`src/rtl/rv16_run_ctrl.sv`:
```
// rv16_run_ctrl -- run controller and register-trace monitor for the rv16r core.
//
// Sequences the core's reset and run window, ends the run on a core halt or
// when the cycle budget is used up, and (optionally) records every change on
// the watched register buses into a timestamped trace FIFO.
//
// Build option:
//   RV16_RUN_CTRL_TRACE_EN  defined     -> snapshot, compare and trace FIFO built
//                           not defined -> trace outputs tied to 0, ev_ready ignored
//
// Ports:
//   clk, rst        clock, synchronous active-high reset
//   start           begin a run (accepted in IDLE or DONE)
//   halt            core halt indication (sampled in RUN)
//   watch           CHANNELS x WIDTH watched buses, channel i at [i*WIDTH +: WIDTH]
//   core_rst        reset to the core (high in IDLE and RESET)
//   core_en         run enable to the core (high in RUN)
//   busy / done     high in RESET,RUN / high in DONE
//   timed_out       in DONE: 1 = budget expired, 0 = halted
//   cycles          run cycles completed in the current or last run
//   ev_valid/ready  trace FIFO head handshake
//   ev_mask         channels that changed in the head entry
//   ev_data         all channel values at the change
//   ev_cycle        value of cycles when the change was sampled
//   ev_overflow     sticky: an entry was dropped because the FIFO was full
//
// States:
//   state   | meaning
//   S_IDLE  | after reset, core held in reset, waiting for start
//   S_RESET | core held in reset for RESET_CYCLES+1 cycles, snapshot tracks watch
//   S_RUN   | core enabled, cycles counting, changes traced
//   S_DONE  | run ended (halt or budget), waiting for start

module rv16_run_ctrl #(
    parameter int WIDTH        = 16,
    parameter int CHANNELS     = 3,
    parameter int RESET_CYCLES = 5,
    parameter int MAX_CYCLES   = 250,
    parameter int CNT_W        = 16,
    parameter int FIFO_DEPTH   = 8
) (
    input  logic                      clk,
    input  logic                      rst,
    input  logic                      start,
    input  logic                      halt,
    input  logic [CHANNELS*WIDTH-1:0] watch,
    output logic                      core_rst,
    output logic                      core_en,
    output logic                      busy,
    output logic                      done,
    output logic                      timed_out,
    output logic [CNT_W-1:0]          cycles,
    output logic                      ev_valid,
    input  logic                      ev_ready,
    output logic [CHANNELS-1:0]       ev_mask,
    output logic [CHANNELS*WIDTH-1:0] ev_data,
    output logic [CNT_W-1:0]          ev_cycle,
    output logic                      ev_overflow
);

    localparam int RST_W = (RESET_CYCLES < 2) ? 1 : $clog2(RESET_CYCLES + 1);

    typedef enum logic [1:0] {S_IDLE, S_RESET, S_RUN, S_DONE} state_t;

    state_t           state, state_nxt;
    logic [RST_W-1:0] rst_cnt;
    logic             start_ok;
    logic             budget_hit;

    always_ff @(posedge clk) begin
        if (rst) state <= S_IDLE;
        else     state <= state_nxt;
    end

    always_comb begin
        state_nxt  = state;
        core_rst   = 1'b1;
        core_en    = 1'b0;
        busy       = 1'b0;
        done       = 1'b0;
        start_ok   = 1'b0;
        // Last budgeted RUN cycle: cycles reaches MAX_CYCLES at this edge.
        budget_hit = (cycles == CNT_W'(MAX_CYCLES - 1));
        case (state)
            S_IDLE: begin
                if (start) begin
                    start_ok  = 1'b1;
                    state_nxt = S_RESET;
                end
            end
            S_RESET: begin
                busy = 1'b1;
                if (rst_cnt == '0) state_nxt = S_RUN;
            end
            S_RUN: begin
                core_rst = 1'b0;
                core_en  = 1'b1;
                busy     = 1'b1;
                if (halt || budget_hit) state_nxt = S_DONE;
            end
            S_DONE: begin
                core_rst = 1'b0;
                done     = 1'b1;
                if (start) begin
                    start_ok  = 1'b1;
                    state_nxt = S_RESET;
                end
            end
            default: state_nxt = S_IDLE;
        endcase
    end

    // Reset down-counter, run-cycle counter and termination cause.
    always_ff @(posedge clk) begin
        if (rst) begin
            rst_cnt   <= '0;
            cycles    <= '0;
            timed_out <= 1'b0;
        end else begin
            if (start_ok) begin
                rst_cnt   <= RST_W'(RESET_CYCLES);
                cycles    <= '0;
                timed_out <= 1'b0;
            end else if (state == S_RESET && rst_cnt != '0) begin
                rst_cnt <= rst_cnt - 1'b1;
            end
            if (state == S_RUN) begin
                cycles <= cycles + 1'b1;
                // Halt takes priority over a simultaneous budget expiry.
                if (!halt && budget_hit) timed_out <= 1'b1;
            end
        end
    end

`ifdef RV16_RUN_CTRL_TRACE_EN

    localparam int PTR_W = (FIFO_DEPTH < 2) ? 1 : $clog2(FIFO_DEPTH);

    logic [CHANNELS*WIDTH-1:0] snap;
    logic [CHANNELS-1:0]       chg;
    logic [CHANNELS-1:0]       mask_mem [FIFO_DEPTH];
    logic [CHANNELS*WIDTH-1:0] data_mem [FIFO_DEPTH];
    logic [CNT_W-1:0]          cyc_mem  [FIFO_DEPTH];
    logic [PTR_W-1:0]          wr_ptr, rd_ptr;
    logic [PTR_W:0]            count;
    logic                      full, pop, push, change;

    always_comb begin
        chg = '0;
        for (int i = 0; i < CHANNELS; i++) begin
            chg[i] = (watch[i*WIDTH +: WIDTH] != snap[i*WIDTH +: WIDTH]);
        end
    end

    assign change = (state == S_RUN) && (chg != '0);
    assign full   = (count == (PTR_W + 1)'(FIFO_DEPTH));
    assign pop    = ev_valid && ev_ready;
    // A pop in the same cycle frees the slot, so a full FIFO still accepts.
    assign push   = change && (!full || pop);

    // Snapshot follows watch through RESET so the first RUN cycle compares
    // against the value present while the core was still held in reset.
    always_ff @(posedge clk) begin
        if (rst)                                    snap <= '0;
        else if (state == S_RESET || state == S_RUN) snap <= watch;
    end

    always_ff @(posedge clk) begin
        if (rst || start_ok) begin
            wr_ptr      <= '0;
            rd_ptr      <= '0;
            count       <= '0;
            ev_overflow <= 1'b0;
        end else begin
            if (push) wr_ptr <= wr_ptr + 1'b1;
            if (pop)  rd_ptr <= rd_ptr + 1'b1;
            case ({push, pop})
                2'b10:   count <= count + 1'b1;
                2'b01:   count <= count - 1'b1;
                default: count <= count;
            endcase
            if (change && full && !pop) ev_overflow <= 1'b1;
        end
    end

    // Storage needs no reset; entries are only visible through count.
    always_ff @(posedge clk) begin
        if (push) begin
            mask_mem[wr_ptr] <= chg;
            data_mem[wr_ptr] <= watch;
            cyc_mem[wr_ptr]  <= cycles;
        end
    end

    assign ev_valid = (count != '0);
    assign ev_mask  = mask_mem[rd_ptr];
    assign ev_data  = data_mem[rd_ptr];
    assign ev_cycle = cyc_mem[rd_ptr];

`else

    logic unused_trace;

    assign unused_trace = ^{watch, ev_ready, 1'(FIFO_DEPTH)};
    assign ev_valid     = 1'b0;
    assign ev_mask      = '0;
    assign ev_data      = '0;
    assign ev_cycle     = '0;
    assign ev_overflow  = 1'b0;

`endif

endmodule

```
`config.mk`:
```
export PLATFORM = sky130hd
export DESIGN_NAME = rv16_run_ctrl
export DESIGN_NICKNAME = d
export VERILOG_FILES = /design/src/rtl/rv16_run_ctrl.sv
export SDC_FILE = /design/constraint.sdc
export NUM_CORES = 1
export LEC_CHECK = 0
export CORE_MARGIN = 10
export CORE_UTILIZATION = 30
export CTS_BUF_LIST = sky130_fd_sc_hd__clkbuf_16
export CTS_CLUSTER_DIAMETER = 40
export DETAILED_ROUTE_END_ITERATION = 10
export PLACE_DENSITY = 0.78
export RECOVER_POWER = 50
export SLEW_MARGIN = 20
export SYNTH_ARGS = -nofsm -noshare
export SYNTH_HDL_FRONTEND = slang
export SYNTH_SLANG_ARGS = --single-unit
```
`constraint.sdc`:
```
create_clock -name clk -period 1.8 [get_ports clk]
set_input_delay 0.18 -clock clk [delete_from_list [all_inputs] [get_ports clk]]
set_output_delay 0.18 -clock clk [all_outputs]
set_load 0.05 [all_outputs]
```
==> impl_metrics.py, run 1 <==
metrics = {
    "drt": {
        "ant_nets": 0,
        "routedWlPerCell_um": 12.8,
        "drt_iter0_markers": 41,
        "first_pass_iters": 4,
        "drc": 0,
        "routed_wl_um": 4130,
        "vias": 1373,
        "routed_via_density": 4.25,
    },
    "critical_path": {
        "r2r_end": "state[0]",
        "crit_buf_inv": 1,
        "rrSetupSlack_ns": 0.11,
        "rr_worst_depth": 6,
        "startpoint_type": "flop",
        "criticalPathCategory": "flop to output port",
        "cp_data_arrival_time_ns": 1.51,
        "reg2reg_from": "cycles[1]",
        "critPathTopFamily": "buffers and inverters",
        "crit_chain": "clkdlybuf4s50_1",
        "cp.required_ns": 1.62,
        "end_kind": "output port",
        "critical_path.max_stage_delay_ns": 0.84,
        "cp_slowest_cell": "clkdlybuf4s50_1",
        "cp_max_fo": 6,
    },
    "power": {
        "power.leakage_nw": 0.852,
        "peakVddDrop_mv": 0.684,
        "pwr_density_cell_nw_per_um2": 1290,
    },
    "timing": {
        "fin_crit_sh": 0.936,
        "finalClockSkew_ns": 0.00295,
        "max_clock_freq_ghz": 0.593,
        "worstMarginPinSlew_ns": 0.622,
        "grt_setup_unrepaired": "no",
        "period_needed_ns": 1.69,
        "setup_viol": 0,
        "drv_slew": 0,
        "slew_headroom": 0.587,
        "finalSetupTns_ns": 0,
        "finalHoldViolations": 0,
        "setup_ws_ns": 0.115,
    },
    "finish": {
        "regArea_um2": 447,
        "fin_util": 0.333,
        "diodes": 0,
        "multi_input_area_um2": 1030,
        "fillers": 625,
        "drive_above_1_share": 0.101,
        "finalNonFillerCells": 323,
        "fin_nets": 310,
        "final_cell_mix": "conb_1, nor2_1, dfxtp_1",
        "final_common_cell": "conb_1",
        "areaGrowthSynthToFinish_pct": 8.97,
    },
    "global_route": {
        "grt_use_met1": 0.0960,
        "overflow": 0,
        "busiest_layer": "met2",
        "antenna_found_initial": 0,
        "grt_pass1_vias": 1317,
        "met3_usage": 0.0434,
        "grt_usage": 0.0817,
        "grt_max_degree": 16,
        "grt_util_met2": 0.128,
        "grt_pass1_wl_um": 6600,
    },
    "clock_tree": {
        "clkTransAtPathRegs_ns": 0.06,
        "clock_sinks": 22,
        "cts_hold_buf": 0,
        "clock_path_buffers": 2,
        "cts_tree": "yes",
        "ctsHtreeMaxLevel": 1,
        "cts_root_buf": "clkbuf_16",
        "cts_buffers": 3,
        "insertion_delay_ns": 0.26,
    },
    "yosys": {
        "yosysSeqAreaShare": 0.247,
        "synth.ff_latch_count": 22,
        "ys.flop_type": "dfxtp_1",
        "synth_top_area_share": 0.290,
        "ys_async_sr_fraction": 0,
        "synth.distinct_cells": 42,
        "synthCells": 220,
        "netlist_area_um2": 1790,
        "yosys_warnings": 0,
        "yosysTopAreaCell": "buf_4",
        "synth-edff-count": 0,
        "yosys-top-cells-area": "buf_4, dfxtp_1, ha_1",
        "postSynthAreaPerCell_um2": 8.12,
    },
    "floorplanning": {
        "core_um2": 5850,
        "pin_count": 143,
        "rows": 28,
        "die_y_um": 97.1,
        "fp.dieW_um": 97.1,
        "start_util": 0.305,
        "die_area_um2": 9440,
    },
    "hold_path": {
        "min_path_cells": 2,
        "hold_class": "flop to flop",
        "min_to": "rst_cnt[1]",
        "hp-start": "rst_cnt[1]",
    },
    "placement": {
        "dp_worst_setup_slack_ns": 0.0816,
        "portBuffers": 24,
        "placedCellCount": 317,
        "place_hpwl_um": 3340,
        "gp_congestion": 0.843,
    },
    "outcome": {
        "status": "complete, no violations",
    },
    "run": {
        "cap_violations": 0,
    },
}
layout make-up:
cell class,instances,area share
clock buffer,3,0.0386
clock inverter,1,0.00193
multi-input combinational,181,0.528
timing repair buffer,33,0.138
tap,75,0.0482
inverter,8,0.0154
sequential,22,0.230
cells in the mapped netlist, drive strengths merged (2+ instances only):
cell type / number
dfxtp: 22
and2: 2
nand3b: 2
a311oi: 3
nor3b: 3
or3: 4
nand2: 9
nor4: 2
o21ai: 8
nor2: 18
nand2b: 4
a211oi: 2
buf: 72
nand3: 8
nand4: 2
a31oi: 2
inv: 8
o221ai: 2
clkbuf: 5
mux2: 6
and3: 3
ha: 8
and4: 4
a21oi: 10
worst min-delay path, delay by kind of cell (launching register included):
kind / cells / cell delay [ns]
compound gates: 1 / 0.06
simple gates: 1 / 0.09
flops: 1 / 0.31
layer usage:
layer  up-vias  share of wire
met1       628           0.43
met3         4           0.10
li1        674              -
met2        67           0.46
met5         -              0
met4         0         0.0070
power by group:
group          switching [W]  total [W]  internal (W)
logic               0.000966    0.00143      0.000461
registers          0.0000593   0.000607      0.000548
clock network       0.000178   0.000475      0.000297
kinds of logic after synthesis:
logic type,Yosys count,synth area share
buffers and inverters,85,0.329
AOI/OAI and AO/OA,32,0.117
and+or+nand+nor,63,0.196
muxes,7,0.0434
DFF,22,0.247
xor gates and xnor gates,2,0.00981
adders and majority gates,8,0.0561
other,1,0.00210
sequential cells by signal (all words and copies together), names as in the netlist:
| name | flops |
|---|---|
| timed_out | 1 |
| cycles | 16 |
| rst_cnt | 3 |
| state | 2 |
worst max path at each step:
stage / depth (start not counted) / end / slack [ns] / startpoint
3_3_place_gp: 6 / cycles[12] / 0.12 / state[0]
3_5_place_dp: 6 / cycles[12] / 0.08 / state[0]
5_1_grt: 6 / state[0] / 0.006 / cycles[1]
6_report: 1 / cycles[11] / 0.11 / cycles[11]
2_1_floorplan: 7 / cycles[12] / -0.07 / state[0]
4_1_cts: 6 / cycles[12] / 0.06 / state[0]
metrics by stage:
| stage | total power, W | cell area [µm²] | hold WS [ns] |
|---|---|---|---|
| after floorplan | 0.00175 | 2060 | 0.409 |
| after global placement | 0.00200 | 1890 | 0.493 |
| after detailed placement | 0.00202 | 1890 | 0.499 |
| after CTS | 0.00250 | 1970 | 0.507 |
| after global routing | 0.00266 | 1950 | 0.536 |
| final | 0.00251 | 1950 | 0.503 |
what timing repair did:
action                     in CTS  in global routing
setup endpoints to repair       0                  6
resized for setup               0                  1
buffers inserted                0                  2
Power figures use the tool's default switching activity.
==> run 2: changes to the inputs <==
--- a/config.mk
+++ b/config.mk
@@ -6,13 +6,14 @@
 export NUM_CORES = 1
 export LEC_CHECK = 0
 export CORE_MARGIN = 10
-export CORE_UTILIZATION = 30
+export CORE_UTILIZATION = 36
 export CTS_BUF_LIST = sky130_fd_sc_hd__clkbuf_16
 export CTS_CLUSTER_DIAMETER = 40
 export DETAILED_ROUTE_END_ITERATION = 10
-export PLACE_DENSITY = 0.78
+export PLACE_DENSITY = 0.88
 export RECOVER_POWER = 50
 export SLEW_MARGIN = 20
 export SYNTH_ARGS = -nofsm -noshare
 export SYNTH_HDL_FRONTEND = slang
 export SYNTH_SLANG_ARGS = --single-unit
+export TNS_END_PERCENT = 5
==> constraint.sdc (replaced) <==
create_clock -name clk -period 2.2 [get_ports clk]
set_input_delay 0.22 -clock clk [delete_from_list [all_inputs] [get_ports clk]]
set_output_delay 0.22 -clock clk [all_outputs]
set_load 0.05 [all_outputs]
==> impl_metrics.py, run 2 (same netlist as run 1, synthesis figures left out) <==
metrics = {
    "critical_path": {
        "cp_slowest_cell": "or3_1",
        "cp_max_fo": 11,
        "crit_chain": "inv_1, ha_1, and4_1, nand4_4, or3_1, a211oi_2",
        "end_kind": "flop",
        "rr_worst_depth": 6,
        "startpoint_type": "flop",
        "criticalPathCategory": "flop to flop",
        "critical_path.max_stage_delay_ns": 0.39,
        "cp_data_arrival_time_ns": 2.08,
        "cp.required_ns": 2.38,
    },
    "placement": {
        "place_hpwl_um": 3240,
        "place_area_um2": 1820,
        "gp_congestion": 0.824,
        "portBuffers": 24,
        "placedCellCount": 305,
    },
    "floorplanning": {
        "die_area_um2": 8180,
        "fp.dieW_um": 90.4,
        "die_y_um": 90.4,
        "rows": 25,
        "core_um2": 4750,
        "start_util": 0.376,
        "pin_count": 143,
    },
    "clock_tree": {
        "postCtsSetupBuffers": 0,
        "cts.repair.resized": 0,
        "clock_path_buffers": 2,
        "clkTransAtPathRegs_ns": 0.06,
        "cts_hold_buf": 0,
        "cts_buffers": 3,
        "cts_root_buf": "clkbuf_16",
        "insertion_delay_ns": 0.26,
        "clock_sinks": 22,
        "ctsHtreeMaxLevel": 1,
        "cts_tree": "yes",
    },
    "timing": {
        "setup_viol": 0,
        "finalHoldViolations": 0,
        "period_needed_ns": 1.90,
        "max_clock_freq_ghz": 0.527,
        "worstMarginPinSlew_ns": 0.605,
        "finalClockSkew_ns": 0.00221,
        "slew_headroom": 0.598,
        "drv_slew": 0,
        "finalSetupTns_ns": 0,
        "grt_setup_unrepaired": "no",
        "fin_crit_sh": 0.862,
    },
    "drt": {
        "first_pass_iters": 4,
        "routedWlPerCell_um": 12.9,
        "routed_wl_um": 3980,
        "routed_via_density": 4.36,
        "drc": 0,
        "ant_nets": 0,
        "vias": 1344,
        "drt_iter0_markers": 118,
    },
    "outcome": {
        "status": "complete, no violations",
    },
    "power": {
        "peakVddDrop_mv": 0.398,
        "power.leakage_nw": 0.859,
        "total_power_w": 0.00186,
        "pwr_density_cell_nw_per_um2": 985,
    },
    "finish": {
        "multi_input_area_um2": 1010,
        "final_common_cell": "conb_1",
        "biggestRegsByFlops": "cycles (16), rst_cnt (3), state (2)",
        "drive_above_1_share": 0.0415,
        "finalNonFillerCells": 308,
        "fin_nets": 304,
        "stdcell_area_um2": 1890,
        "final_cell_mix": "conb_1, dfxtp_1, nor2_1",
        "diodes": 0,
        "fillers": 501,
        "regArea_um2": 440,
        "areaGrowthSynthToFinish_pct": 5.89,
        "largest_reg_flops": 16,
        "regMostFlops": "cycles",
    },
    "global_route": {
        "grt_pass1_wl_um": 6700,
        "grt_usage": 0.0937,
        "grt_max_degree": 16,
        "grt_pass1_vias": 1446,
        "antenna_found_initial": 0,
        "overflow": 0,
    },
    "hold_path": {
        "hold_class": "flop to flop",
        "min_path_cells": 2,
    },
    "run": {
        "cap_violations": 0,
    },
}
==> run 2: cell types whose count changed in the layout (fill, tap and decap cells not counted), sizes merged <==
cell / previous run / this run
dlygate4sd3: 1 / 11
clkdlybuf4s50: 9 / 10
clkinv: 1 / 0
clkbuf: 14 / 5
buf: 12 / 4
==> run 2: metrics by stage <==
step	setup slack (ns)	hold WS [ns]	utilization
after floorplan	0.0442	0.449	-
after global placement	0.352	0.489	0.383
after detailed placement	0.316	0.499	0.383
after CTS	0.295	0.509	0.399
after global routing	0.172	0.541	0.398
final	0.304	0.508	0.398
==> run 2: worst max-delay path: cells and delay by family, from the launching register on <==
kind | cells | cell delay (ns)
AOI/OAI and AO/OA | 1 | 0.21
adders and majority gates | 1 | 0.37
buffers and inverters | 1 | 0.09
DFF | 1 | 0.34
and+or+nand+nor | 3 | 0.81
==> run 2: where the power goes <==
part,switching [W],total [W],internal (W)
combinational,0.000761,0.000989,0.000227
clock,0.000142,0.000382,0.000240
sequential,0.0000440,0.000491,0.000447
==> run 2: layout make-up <==
cell class | instances | share of cell area
multi-input combinational | 181 | 0.535
sequential | 22 | 0.233
timing repair buffer | 27 | 0.132
tap | 67 | 0.0443
clock buffer | 3 | 0.0397
inverter | 8 | 0.0159
==> run 2: layer usage <==
layer | up-vias | track usage | wire length, µm
met4 | 0 | 0.0279 | 40
met3 | 3 | 0.0482 | 446
met1 | 614 | 0.0945 | 1570
met5 | - | 0 | 0
li1 | 661 | - | -
met2 | 66 | 0.165 | 1930
==> run 2: path summary, 6_finish.rpt <==
path                            startpoint    endpoint  slack, ns
worst max-delay path              state[0]  cycles[12]       0.30
worst min-delay path            rst_cnt[1]  rst_cnt[1]       0.51
worst max register to register    state[0]  cycles[12]       0.30
worst min register to register  rst_cnt[1]  rst_cnt[1]       0.51
==> run 3: changes to the inputs <==
--- a/config.mk
+++ b/config.mk
@@ -6,11 +6,11 @@
 export NUM_CORES = 1
 export LEC_CHECK = 0
 export CORE_MARGIN = 10
-export CORE_UTILIZATION = 36
+export CORE_UTILIZATION = 35
 export CTS_BUF_LIST = sky130_fd_sc_hd__clkbuf_16
 export CTS_CLUSTER_DIAMETER = 40
 export DETAILED_ROUTE_END_ITERATION = 10
-export PLACE_DENSITY = 0.88
+export PLACE_DENSITY = 0.86
 export RECOVER_POWER = 50
 export SLEW_MARGIN = 20
 export SYNTH_ARGS = -nofsm -noshare
==> impl_metrics.py, run 3 (same netlist as run 1, synthesis figures left out) <==
metrics = {
    "finish": {
        "final_common_cell": "conb_1",
        "regArea_um2": 440,
        "biggestRegsByFlops": "cycles (16), rst_cnt (3), state (2)",
        "diodes": 0,
        "finalNonFillerCells": 310,
        "fin_nets": 306,
        "fin_util": 0.393,
        "fillers": 506,
        "largest_reg_flops": 16,
        "regMostFlops": "cycles",
        "areaGrowthSynthToFinish_pct": 6.66,
        "multi_input_area_um2": 1010,
        "drive_above_1_share": 0.0453,
        "final_cell_mix": "conb_1, dfxtp_1, nor2_1",
    },
    "power": {
        "peakVddDrop_mv": 0.329,
        "power.leakage_nw": 0.858,
        "p_sw_w": 0.000946,
        "power_frac_seq": 0.262,
        "combPwrFrac": 0.531,
        "clkPwrFrac": 0.208,
        "intPower_w": 0.000923,
        "pwr_density_cell_nw_per_um2": 981,
        "swShare": 0.506,
    },
    "floorplanning": {
        "die_area_um2": 8360,
        "fp.dieW_um": 91.4,
        "die_y_um": 91.4,
        "core_um2": 4850,
        "rows": 25,
        "start_util": 0.368,
        "pin_count": 143,
    },
    "placement": {
        "gp_congestion": 0.841,
        "portBuffers": 24,
        "placedCellCount": 307,
        "place_hpwl_um": 3200,
    },
    "drt": {
        "routed_wl_um": 3940,
        "routed_via_density": 4.28,
        "ant_nets": 0,
        "drt_iter0_markers": 112,
        "first_pass_iters": 4,
        "vias": 1327,
        "drc": 0,
        "routedWlPerCell_um": 12.7,
    },
    "critical_path": {
        "end_kind": "output port",
        "criticalPathCategory": "flop to output port",
        "cp_data_arrival_time_ns": 1.66,
        "rr_worst_depth": 5,
        "cp_max_fo": 4,
        "cp.required_ns": 1.98,
        "startpoint_type": "flop",
        "rrSetupSlack_ns": 0.40,
        "r2r_end": "cycles[12]",
        "reg2reg_from": "cycles[0]",
    },
    "global_route": {
        "antenna_found_initial": 0,
        "overflow": 0,
        "grt_max_degree": 15,
        "grt_pass1_wl_um": 6380,
        "grt_usage": 0.0880,
        "grt_pass1_vias": 1371,
    },
    "hold_path": {
        "hold_class": "flop to flop",
        "hp-start": "cycles[6]",
        "min_to": "cycles[6]",
        "min_path_cells": 1,
    },
    "timing": {
        "finalSetupTns_ns": 0,
        "drv_slew": 0,
        "whs_ns": 0.494,
        "finalHoldViolations": 0,
        "slew_headroom": 0.594,
        "worstMarginPinSlew_ns": 0.612,
        "finalClockSkew_ns": 0.00245,
        "grt_setup_unrepaired": "no",
        "setup_viol": 0,
        "max_clock_freq_ghz": 0.532,
        "period_needed_ns": 1.88,
        "fin_crit_sh": 0.855,
    },
    "clock_tree": {
        "cts_buffers": 3,
        "cts_root_buf": "clkbuf_16",
        "ctsHtreeMaxLevel": 1,
        "clock_path_buffers": 2,
        "postCtsSetupBuffers": 0,
        "cts_hold_buf": 0,
        "clock_sinks": 22,
        "clkTransAtPathRegs_ns": 0.06,
        "cts_tree": "yes",
        "cts.repair.resized": 0,
        "insertion_delay_ns": 0.26,
    },
    "run": {
        "cap_violations": 0,
    },
    "outcome": {
        "status": "complete, no violations",
    },
}
run 3: cell count changes in the layout (fill, tap and decap cells not counted), sizes merged:
cell | before | now
buf | 4 | 6
clkdlybuf4s50 | 10 | 12
dlygate4sd3 | 11 | 9
run 3: how the worst max path moves through the flow:
stage	cells after the start	start	end	slack [ns]
3_3_place_gp	5	cycles[0]	cycles[12]	0.45
6_report	2	state[0]	done	0.32
5_1_grt	4	state[0]	core_en	0.24
4_1_cts	2	state[0]	done	0.32
3_5_place_dp	5	cycles[0]	cycles[12]	0.42
2_1_floorplan	7	state[0]	cycles[12]	0.04
run 3: power groups by stage:
stage / clock, W / sequential, W / combinational [W]
2_1_floorplan: 0 / 0.000512 / 0.000876
3_3_place_gp: 0 / 0.000494 / 0.000989
3_5_place_dp: 0 / 0.000497 / 0.00101
4_1_cts: 0.000393 / 0.000489 / 0.00101
5_1_grt: 0.000408 / 0.000497 / 0.00108
6_report: 0.000388 / 0.000489 / 0.000992
run 3: cell type report:
class                   count  area share
well taps                  67      0.0440
inverters                   8      0.0158
flip-flops and latches     22       0.231
repair buffers             29       0.138
multi-input cells         181       0.532
clock buffers               3      0.0394
run 3: metal layers:
| layer | vias up | global-route usage | wire length [µm] | part of all wire |
|---|---|---|---|---|
| met1 | 602 | 0.0987 | 1580 | 0.40 |
| met5 | - | 0 | 0 | 0 |
| met2 | 63 | 0.145 | 1880 | 0.48 |
| met3 | 4 | 0.0403 | 432 | 0.11 |
| li1 | 658 | - | - | - |
| met4 | 0 | 0.0287 | 42 | 0.011 |
run 3: critical path: stages, from the launching register on:
cell,delay (ns)
dfxtp_1,0.40
ha_1,0.19
clkdlybuf4s50_1,0.81
run 3: through the flow:
step                      power (W)  area [µm²]  setup slack, ns
after detailed placement    0.00150        1840            0.417
after global routing        0.00199        1900            0.239
after CTS                   0.00189        1910            0.316
after global placement      0.00148        1840            0.447
after floorplan             0.00139        2040           0.0442
final                       0.00187        1900            0.320
